[src/rtl/fetch_unit.sv]
// Program counter and fetch stage feeding the instruction ROM; captures ROM data
// into the instruction register and handles start/halt, stall and jump squash.
module fetch_unit #(
    parameter int             D          = 12,
    parameter logic [D-1:0]   START_ADDR = '0,
    parameter logic [8:0]     HALT_CODE  = 9'b111111111
) (
    input  logic                clk,
    input  logic                reset,
    input  logic                start,
    input  logic                stall,
    input  logic [8:0]          mach_code,
    input  logic                jump_en,
    input  logic                jump_rel,
    input  logic [D-1:0]        jump_target,
    input  logic signed [7:0]   jump_offset,
    output logic [D-1:0]        prog_ctr,
    output logic [8:0]          instr,
    output logic [D-1:0]        instr_pc,
    output logic                instr_valid,
    output logic                done
);

    typedef enum logic [1:0] {
        IDLE = 2'd0,
        RUN  = 2'd1,
        HALT = 2'd2
    } state_t;

    localparam logic [D-1:0] PC_ONE = {{(D-1){1'b0}}, 1'b1};

    state_t       state, state_nxt;
    logic [D-1:0] pc_nxt, ipc_nxt;
    logic [8:0]   instr_nxt;
    logic         vld_nxt;

    // Relative target wraps modulo 2**D; the offset is sign-extended first.
    function automatic logic [D-1:0] rel_target(input logic [D-1:0] base,
                                                input logic signed [7:0] off);
        logic signed [D:0] off_ext;
        logic signed [D:0] sum;
        off_ext = $signed({{(D-7){off[7]}}, off});
        sum     = $signed({1'b0, base}) + off_ext;
        return sum[D-1:0];
    endfunction

    always_comb begin
        state_nxt = state;
        pc_nxt    = prog_ctr;
        instr_nxt = instr;
        ipc_nxt   = instr_pc;
        vld_nxt   = instr_valid;
        case (state)
            IDLE: begin
                vld_nxt = 1'b0;
                if (start) begin
                    state_nxt = RUN;
                    pc_nxt    = START_ADDR;
                end
            end
            RUN: begin
                if (start) begin
                    pc_nxt  = START_ADDR;
                    vld_nxt = 1'b0;
                end else if (!stall) begin
                    if (jump_en && instr_valid) begin
                        // The word on mach_code is wrong-path; drop it without halt detection.
                        pc_nxt  = jump_rel ? rel_target(instr_pc, jump_offset) : jump_target;
                        vld_nxt = 1'b0;
                    end else begin
                        instr_nxt = mach_code;
                        ipc_nxt   = prog_ctr;
                        vld_nxt   = 1'b1;
                        if (mach_code == HALT_CODE) begin
                            state_nxt = HALT;
                        end else begin
                            pc_nxt = prog_ctr + PC_ONE;
                        end
                    end
                end
            end
            HALT: begin
                vld_nxt = 1'b0;
                if (start) begin
                    state_nxt = RUN;
                    pc_nxt    = START_ADDR;
                end
            end
            default: begin
                state_nxt = IDLE;
                vld_nxt   = 1'b0;
            end
        endcase
    end

    // Fetch register stage
    always_ff @(posedge clk) begin
        if (reset) begin
            state       <= IDLE;
            prog_ctr    <= START_ADDR;
            instr       <= '0;
            instr_pc    <= '0;
            instr_valid <= 1'b0;
        end else begin
            state       <= state_nxt;
            prog_ctr    <= pc_nxt;
            instr       <= instr_nxt;
            instr_pc    <= ipc_nxt;
            instr_valid <= vld_nxt;
        end
    end

    assign done = (state == HALT);

endmodule

[config.mk]
export PLATFORM = sky130hd
export DESIGN_NAME = fetch_unit
export DESIGN_NICKNAME = d
export VERILOG_FILES = /design/src/rtl/fetch_unit.sv
export SDC_FILE = /design/constraint.sdc
export NUM_CORES = 1
export LEC_CHECK = 0
export CORE_ASPECT_RATIO = 0.75
export CORE_MARGIN = 2
export CORE_UTILIZATION = 35
export CTS_BUF_LIST = sky130_fd_sc_hd__clkbuf_4
export DETAILED_ROUTE_END_ITERATION = 12
export PLACE_DENSITY = 0.66
export SYNTH_ARGS = -nofsm -noshare
export SYNTH_HDL_FRONTEND = slang
export SYNTH_SLANG_ARGS = --single-unit
[constraint.sdc]
create_clock -name clk -period 1.9 [get_ports clk]
set_input_delay 0.19 -clock clk [delete_from_list [all_inputs] [get_ports clk]]
set_output_delay 0.19 -clock clk [all_outputs]
set_load 0.05 [all_outputs]
==> insert_results.sql <==
INSERT INTO impl_metrics (metric_group, metric, value, unit) VALUES
('worst_setup_path', 'timing.critical_path.buf_inv', '1', ''),
('placement', 'dp.final_hpwl', '5.344', 'mm'),
('final_layout', 'number_of_nets_in_the_finished_design', '450', ''),
('floorplanning', 'row_count', '25', ''),
('final_layout', 'final_common_cell', 'nand2_1', ''),
('synth', 'synthesis.area', '2212', 'sq um'),
('worst_setup_path', 'timing.critical_path.required', '2.18', 'ns'),
('pwr', 'netSwitchingFraction', '29.01', '%'),
('route', 'drtAntennaViolNets', '0', ''),
('route', 'via_per_inst', '5.252', ''),
('pwr', 'power.combinational.fraction', '20.0', '%'),
('placement', 'pre_cts_ws', '-0.4177', 'ns'),
('floorplanning', 'initial_core_util', '35.72', '%'),
('synth', 'syn-instance-count', '295', ''),
('clock_tree', 'clock_path_buffers', '2', ''),
('synth', 'synth_top_cell_area_share', '32.58', '%'),
('pwr', 'power.density', '419.8', 'nW/um^2'),
('pwr', 'max-vdd-ir-drop', '0.0002589', 'V'),
('synth', 'ys_seq_elements', '36', ''),
('pwr', 'cellLeakagePower', '1.380', 'nW'),
('final_layout', 'diodes', '0', ''),
('sta', 'report.final.hold_viol_count', '0', ''),
('synth', 'synth-edff-count', '0', ''),
('worst_setup_path', 'ff2ff_setup_slack', '0.03', 'ns'),
('outcome', 'outcome', 'complete, no violations', ''),
('synth', 'flip_flop_cell_with_the_highest_count_after_synthesis', 'dfxtp_1', ''),
('route', 'drt-initial-drc-count', '190', ''),
('worst_setup_path', 'crit_path_start_kind', 'flip-flop', ''),
('pwr', 'clock_power_share', '27.9', '%'),
('hold_path', 'worst_hold_endpoint', 'instr[6]', ''),
('worst_setup_path', 'cp_slowest_cell', 'dfxtp_4', ''),
('hold_path', 'hold_class', 'input port to flip-flop', ''),
('clock_tree', 'clock_tree_from_tritoncts', 'done', ''),
('worst_setup_path', 'critical_path_arrival', '2.15', 'ns'),
('placement', 'port_buffers', '69', ''),
('sta', 'finalCritPeriodShare', '98.33', '%'),
('worst_setup_path', 'worst_r2r_endpoint', 'prog_ctr[10]', ''),
('pwr', 'p_sw', '425.2', 'uW'),
('route', 'wl_per_cell', '14.56', 'um'),
('route', 'iteration_count_of_the_initial_detailed_routing_pass', '4', ''),
('sta', 'maxSlewViolCount', '0', ''),
('route', 'routed_wirelength', '7.047', 'mm'),
('synth', 'synth_warnings', '0', ''),
('clock_tree', 'number_of_buffers_inserted_by_hold_repair_at_cts', '0', ''),
('clock_tree', 'ctsHtreeMaxLevel', '2', ''),
('synth', 'synth.avg_cell_area', '7.499', 'sq um'),
('worst_setup_path', 'crit_cells', '8', ''),
('final_layout', 'postLayoutCoreUtil', '56.36', '%'),
('synth', 'post_synth_main_area_contributors', 'dfxtp_1, nand2_1, a21oi_1, ha_1, o21ai_0', ''),
('floorplanning', 'boundaryPins', '70', ''),
('worst_setup_path', 'timing.setup.critical_path_class', 'flip-flop to flip-flop', ''),
('route', 'vias', '2542', ''),
('final_layout', 'drive_above_1_share', '19.60', '%'),
('final_layout', 'synthToLayoutAreaGrowth', '57.81', '%'),
('sta', 'fin_skew', '0.01020', 'ns'),
('global_routing', 'first_global_vias', '2338', ''),
('worst_setup_path', 'critical_path.cell_chain', 'ha_4, buf_4, a21o_1, nand3_2, a31oi_4, nand4_1, a211o_1, a22oi_1', ''),
('route', 'drcViolationCount', '0', ''),
('worst_setup_path', 'critPathMaxStageDelay', '0.38', 'ns'),
('floorplanning', 'dieWidth', '95.80', 'um'),
('hold_path', 'worst_hold_path.num_cells', '3', ''),
('pwr', 'power.total', '1.465', 'mW'),
('global_routing', 'grt_pass1_wl', '11.19', 'mm'),
('sta', 'tns', '0', 'ns'),
('global_routing', 'grt_max_degree', '17', ''),
('sta', 'postLayoutSetupSlackWorst', '0.03179', 'ns'),
('sta', 'timing.final.crit_period', '1.868', 'ns'),
('hold_path', 'worstHoldStart', 'mach_code[6]', ''),
('global_routing', 'gr-usage-all-layers', '20.66', '%'),
('worst_setup_path', 'startpoint_of_the_worst_slack_reg_to_reg_timing_path', 'instr_pc[2]', ''),
('global_routing', 'grt_antenna_before_repair', '0', '');
Yosys cell counts (5+ instances only):
| library cell | n |
|---|---|
| a21o_1 | 5 |
| nand2_1 | 66 |
| nor2_1 | 16 |
| dfxtp_1 | 36 |
| xnor2_1 | 5 |
| a21oi_1 | 40 |
| nand3_1 | 12 |
| nand4_1 | 5 |
| xor2_1 | 5 |
| clkbuf_1 | 9 |
| inv_1 | 5 |
| o21ai_0 | 19 |
| ha_1 | 12 |
per-stage QoR:
stage	hold slack (ns)	cell area, sq um	instances
after global routing	0.4222	3491	484
after floorplan	0.3260	2285	295
final	0.4058	3491	484
after detailed placement	0.4506	3347	474
after global placement	0.4423	3347	474
after CTS	0.3877	3473	484
area by class of cell:
class / count / area, sq um
tap: 81 / 101.3
sequential: 36 / 743.2
inverter: 6 / 22.52
multi-input combinational: 240 / 1534
fill: 588 / 2703
clock inverter: 3 / 13.76
timing repair buffer: 113 / 1039
clock buffer: 5 / 37.54
power groups by stage:
| stage | sequential (mW) | clock [mW] | combinational, mW |
|---|---|---|---|
| after floorplan | 0.804 | 0 | 0.0975 |
| final | 0.764 | 0.408 | 0.293 |
| after CTS | 0.764 | 0.431 | 0.291 |
| after detailed placement | 0.781 | 0 | 0.285 |
| after global routing | 0.766 | 0.452 | 0.315 |
| after global placement | 0.780 | 0 | 0.283 |
flip-flops by register name (all words and copies together), names as in the netlist:
| signal | count |
|---|---|
| prog_ctr | 12 |
| state | 2 |
| instr_pc | 12 |
| instr | 9 |
| instr_valid | 1 |
kinds of logic after synthesis:
logic type	after synthesis	synth area share [%]
flip-flops	36	32.58
AND/OR/NAND/NOR	120	24.77
buffers and inverters	19	3.393
XOR/XNOR	10	3.959
adder cells (fa/ha/maj)	13	7.692
multiplexers	2	0.9050
AO/OA/AOI/OAI	95	26.70
per-layer routing:
metal | GRT usage, % | routed length, um | vias to the layer above
li1 | - | - | 1281
met3 | 5.475 | 595 | 4
met1 | 29.37 | 3310 | 1166
met2 | 31.70 | 3098 | 91
met4 | 4.127 | 42 | 0
met5 | 0 | 0 | -
worst max-delay path by stage:
| stage | start | end | slack [ns] |
|---|---|---|---|
| after global routing | instr_pc[0] | prog_ctr[10] | -0.07 |
| final | instr_pc[2] | prog_ctr[10] | 0.03 |
| after CTS | instr_pc[0] | prog_ctr[10] | -0.01 |
| after detailed placement | jump_offset[1] | prog_ctr[11] | -0.42 |
| after floorplan | instr_pc[0] | prog_ctr[10] | -0.01 |
| after global placement | jump_offset[0] | prog_ctr[10] | -0.34 |
worst register-to-register path, stage by stage (launching register included):
cell	delay (ns)
dfxtp_4	0.38
ha_4	0.26
buf_4	0.12
a21o_1	0.15
nand3_2	0.09
a31oi_4	0.25
nand4_1	0.16
a211o_1	0.28
a22oi_1	0.13
repair_timing:
item                       CTS  global route
buffers inserted             2             0
pin swaps                   13             8
setup endpoints to repair    4            13
cloned                       0             0
resized for setup            9             7
Note: power is estimated with default switching activity, not from simulation.
